===== config.mk =====
export PLATFORM = sky130hd
export DESIGN_NAME = bus_arbiter_2x4
export DESIGN_NICKNAME = d
export VERILOG_FILES = /design/src/rtl/bus_arbiter_2x4.sv
export SDC_FILE = /design/constraint.sdc
export NUM_CORES = 1
export LEC_CHECK = 0
export BUFFER_PORTS_ARGS = -buffer_cell sky130_fd_sc_hd__buf_2
export CAP_MARGIN = 20
export CELL_PAD_IN_SITES_DETAIL_PLACEMENT = 1
export CELL_PAD_IN_SITES_GLOBAL_PLACEMENT = 1
export CORE_MARGIN = 8
export CORE_UTILIZATION = 34
export DETAILED_ROUTE_END_ITERATION = 12
export MAX_ROUTING_LAYER = met4
export PLACE_DENSITY = 0.84
export SLEW_MARGIN = 25
export SYNTH_ARGS = -nofsm -noshare
export SYNTH_HDL_FRONTEND = slang
export SYNTH_SLANG_ARGS = --single-unit

===== constraint.sdc =====
create_clock -name clk -period 1.7 [get_ports clk]
set_input_delay 0.34 -clock clk [delete_from_list [all_inputs] [get_ports clk]]
set_output_delay 0.34 -clock clk [all_outputs]
set_load 0.05 [all_outputs]

===== src/rtl/bus_arbiter_2x4.sv =====
// Two-requester round-robin arbiter feeding a one-entry registered output stage.
// Each beat is tagged with its source id; BURST_MAX bounds one source's hold while the other waits.
module bus_arbiter_2x4 #(
    parameter int unsigned WIDTH     = 4,
    parameter int unsigned BURST_MAX = 4
) (
    input  logic             clk,
    input  logic             rst,
    input  logic [WIDTH-1:0] in_1,
    input  logic             in_1_valid,
    output logic             in_1_ready,
    input  logic [WIDTH-1:0] in_2,
    input  logic             in_2_valid,
    output logic             in_2_ready,
    output logic [WIDTH-1:0] out_1,
    output logic             out_valid,
    input  logic             out_ready,
    output logic             out_src
);

    typedef enum logic [1:0] {IDLE, GNT1, GNT2} state_t;

    localparam logic [3:0] BURST_LIM = 4'(BURST_MAX);

    state_t     state, state_next;
    logic [3:0] beat_cnt, cnt_next, cnt_inc;
    logic       last_grant, last_next;   // 0: in_1, 1: in_2
    logic       sel1, sel2;
    logic       can_accept, burst_ok;
    logic       xfer1, xfer2;

    assign can_accept = !out_valid | out_ready;
    assign burst_ok   = beat_cnt < BURST_LIM;
    assign cnt_inc    = (beat_cnt == 4'hF) ? 4'hF : beat_cnt + 4'd1;

    assign in_1_ready = can_accept & sel1 & !rst;
    assign in_2_ready = can_accept & sel2 & !rst;
    assign xfer1      = in_1_valid & in_1_ready;
    assign xfer2      = in_2_valid & in_2_ready;

    always_comb begin
        sel1 = 1'b0;
        sel2 = 1'b0;
        case (state)
            IDLE: begin
                if (in_1_valid && in_2_valid) begin
                    sel1 = last_grant;
                    sel2 = !last_grant;
                end else begin
                    sel1 = in_1_valid;
                    sel2 = in_2_valid;
                end
            end
            GNT1: begin
                if (in_1_valid && (!in_2_valid || burst_ok)) sel1 = 1'b1;
                else                                         sel2 = in_2_valid;
            end
            GNT2: begin
                if (in_2_valid && (!in_1_valid || burst_ok)) sel2 = 1'b1;
                else                                         sel1 = in_1_valid;
            end
            default: ;
        endcase
    end

    always_comb begin
        state_next = state;
        cnt_next   = beat_cnt;
        last_next  = last_grant;
        if (xfer1) begin
            state_next = GNT1;
            last_next  = 1'b0;
            cnt_next   = (last_grant == 1'b0) ? cnt_inc : 4'd1;
        end else if (xfer2) begin
            state_next = GNT2;
            last_next  = 1'b1;
            cnt_next   = (last_grant == 1'b1) ? cnt_inc : 4'd1;
        end else if (can_accept) begin
            // Every sel is gated by its valid, so accepting with no transfer means nothing was selected.
            state_next = IDLE;
            cnt_next   = '0;
        end
    end

    always_ff @(posedge clk or posedge rst) begin
        if (rst) begin
            state      <= IDLE;
            beat_cnt   <= '0;
            last_grant <= 1'b1;
        end else begin
            state      <= state_next;
            beat_cnt   <= cnt_next;
            last_grant <= last_next;
        end
    end

    always_ff @(posedge clk or posedge rst) begin
        if (rst) begin
            out_valid <= 1'b0;
            out_1     <= '0;
            out_src   <= 1'b0;
        end else if (xfer1) begin
            out_valid <= 1'b1;
            out_1     <= in_1;
            out_src   <= 1'b0;
        end else if (xfer2) begin
            out_valid <= 1'b1;
            out_1     <= in_2;
            out_src   <= 1'b1;
        end else if (out_ready) begin
            out_valid <= 1'b0;
        end
    end

endmodule


==> results.md <==
- Die Span Y: 62.9 um
- Total gr overflow: 0
- Final Non-Filler Cells: 133
- Clock buffer depth: 2
- GPL Wtd Cong: 0.834
- Number of global-route vias before repair: 786
- Slew @ Worst Pin: 519 ps
- Routed vias: 701
- Sink Count: 13
- Distinct cells, synth: 31
- Routed Antenna Nets: 0
- Fin. max-slew vios: 0
- Initial drt markers: 7
- Port Buf Inserts: 20
- Lkg Pwr: 0.552 nW
- Sw frac: 45.7%
- Final WL: 2230 um
- DP Wirelength: 1560 um
- Switch Pwr: 0.615 mW
- Drt drc: 0
- Core area: 2150 um^2
- Clock network power share: 16.1%
- Avg Cell Area, Syn: 10.4 um^2
- Cell family with most CP delay: compound AO/OA/AOI/OAI gates
- CTS Buf Count: 3
- Pwr/cell area: 1280 nW/um^2
- Gate power share: 48.7%
- CP max FO: 4
- H-tree depth: 1
- Root Buffer: clkbuf_4
- Outcome: finished with violations
- Share of flip-flops with an asynchronous set or reset: 100%
- Pre-CTS setup slack: 1.22 ps
- Fmax: 0.526 GHz
- Syn Inst Count: 72
- Worst-path cell chain: o211a_1 -> a311oi_2 -> o211a_4 -> buf_8
- Buf+Inv Stages, Crit Path: 1
- R2R depth: 7
- Total iterations of the first detailed-routing run: 4
- Clk pin slew, worst setup/hold paths: 100 ps
- Max incr delay on CP: 430 ps
- Synth top area cells: dfrtp_1 (40%), a21o_1 (5.0%), o211a_1 (4.0%)
- Via density per instance: 5.27
- Synth Cell Area: 747 um^2
- CP required: 1360 ps
- Dominant register cell in the synthesized netlist: dfrtp_1
- Crit path DAT: 1560 ps
- Antenna cells: 0
- Largest net degree at the start of global routing: 14
- Final Hold Fails: 0
- Final worst-path cycle share: 112%
- Yosys top cell by area: dfrtp_1
- Synth warn: 0
- R2r endpoint: out_1[2]$_DFFE_PP0P_
- Crit Path Category: reg -> out
- Starting Density: 34.8%
- Power, Total: 1.35 mW
- Synth top area share: 40.2%
- Area growth syn-to-layout: 41.4%
- Rel. slew slack: 65.4%
- Register area share after synthesis: 43.7%
- Peak supply drop: 1.12 mV
- Sequential power share: 35.1%
- Final setup fails: 7
- Placed cell area: 912 um^2
- WL/cell: 16.8 um
- Die ar.: 3950 um^2
- Worst setup skew after layout: 7.86 ps
- Final #Nets: 120
- Share of cells above drive strength 1: 50.5%
- Reg-to-reg startpoint: last_grant$_DFFE_PP1P_
- Post-CTS Hold Buffers: 0
- Die extent in x: 62.9 um
- Post-route cell area: 1060 um^2
- Failing checks: negative setup slack
- Synth top cells by count: dfrtp_1 (12), nand2_1 (6), o21ai_1 (6)
- Min-Delay Path Class: in -> async
- #FFs+latches synth: 13
- CP endpoint kind: primary output
- First-pass GRT wire length: 3750 um
- GRT Resource Usage Total: 12.2%
- Cells after DPL: 124
- CTS tree: yes
- Clock latency on the worst-skew pair: 300 ps
- Critical Path Source Type: flop
- I/O pins: 21
- Row count: 17
- Worst reg-to-reg setup slack: -90 ps
- Initial antenna violation count: 0
- Internal power: 0.732 mW
- Number of synthesized flops with an enable pin: 0
- Fin crit period: 1900 ps
- Slowest CP cell: dfrtp_1
- Worst setup margin: -202 ps
- Most common cell in the synthesized netlist: dfrtp_1
- Max_cap viols: 0
- Synthesized Nets: 86
- Final core utilization: 49.2%
- RSZ-0062 raised after global routing: yes
==> flip-flops by register name (all words and copies together) (netlist names) <==
register and cells:
out_valid 1, out_src 1, out_1 4, beat_cnt 4, last_grant 1, state 2
==> worst max path at each step <==
stage	startpoint	end	slack (ps)	cells past startpoint
6_report	beat_cnt[3]$_DFFE_PP0P_	in_1_ready	-200	4
5_1_grt	beat_cnt[2]$_DFFE_PP0P_	in_1_ready	-260	4
4_1_cts	last_grant$_DFFE_PP1P_	in_1_ready	-190	4
3_5_place_dp	beat_cnt[2]$_DFFE_PP0P_	in_1_ready	1	4
3_3_place_gp	state[1]$_DFFE_PP0P_	in_2_ready	30	4
2_1_floorplan	out_valid$_DFFE_PP0P_	out_1[3]$_DFFE_PP0P_	-50	7
==> kinds of logic after synthesis <==
group | after synthesis | share of synthesized area, %
AO/OA/AOI/OAI | 28 | 29.5
XOR/XNOR | 1 | 1.17
adder cells (fa/ha/maj) | 1 | 1.67
buffers and inverters | 7 | 6.53
flip-flops | 13 | 43.7
multiplexers | 3 | 4.52
AND/OR/NAND/NOR | 19 | 12.9
==> metrics by stage <==
stage	hold WS [ps]	setup TNS, ps
finish	85.0	-605
global route	154	-1260
CTS	99.8	-535
detailed placement	426	0
global placement	426	0
floorplan	216	-168
==> per-layer routing <==
layer / wire length, um / vias up / part of all wire [%] / global-route usage (%)
li1: - / 328 / - / -
met1: 1010 / 345 / 45 / 13.8
met2: 1080 / 23 / 48 / 19.5
met3: 90 / 5 / 4.0 / 2.69
met4: 56 / 0 / 2.5 / 6.84
met5: 0 / - / 0 / -
==> repair_timing <==
| action | in CTS | in global routing |
|---|---|---|
| setup buffers | 3 | 4 |
| hold endpoints to repair | 0 | 0 |
| gates resized for setup | 13 | 7 |
| endpoints found under the setup margin | 4 | 11 |
| pin swaps | 8 | 4 |
==> power groups by stage <==
stage	Sequential (mW)	Combinational, mW	Clock [mW]
2_1_floorplan	0.650	0.253	0
3_3_place_gp	0.463	0.558	0
3_5_place_dp	0.471	0.572	0
4_1_cts	0.471	0.621	0.217
5_1_grt	0.484	0.702	0.235
6_report	0.473	0.656	0.217
==> final cells by class <==
| class | count | area, um^2 |
|---|---|---|
| Inverter | 2 | 7.51 |
| Timing Repair Buffer | 34 | 240 |
| Sequential cell | 13 | 330 |
| Multi-Input combinational cell | 52 | 415 |
| Tap cell | 28 | 35.0 |
| Fill cell | 240 | 1090 |
| Clock inverter | 1 | 5.00 |
| Clock buffer | 3 | 22.5 |
==> cell usage in the layout (no fill, tap or decap), types with 2 or more instances in the layout <==
master / netlist / final
buf_8: 0 / 2
a21oi_1: 2 / 2
a31oi_1: 2 / 2
dfrtp_1: 12 / 9
o211a_1: 3 / 3
a21o_1: 5 / 5
o21ai_1: 6 / 5
a22o_1: 3 / 3
nand2_1: 6 / 6
buf_4: 2 / 10
dfrtp_2: 0 / 3
buf_6: 2 / 4
nor2_1: 4 / 2
inv_1: 2 / 2
buf_2: 0 / 18
nand2b_1: 4 / 4
clkbuf_4: 0 / 3
==> worst register-to-register path, stage by stage (launching register included) <==
cell and delay [ps]:
dfstp_2 560, and4b_1 230, nor3_2 50, o211a_1 240
buf_6 140, buf_6 110, a22o_1 210, a21o_1 150
Power figures use the tool's default switching activity.
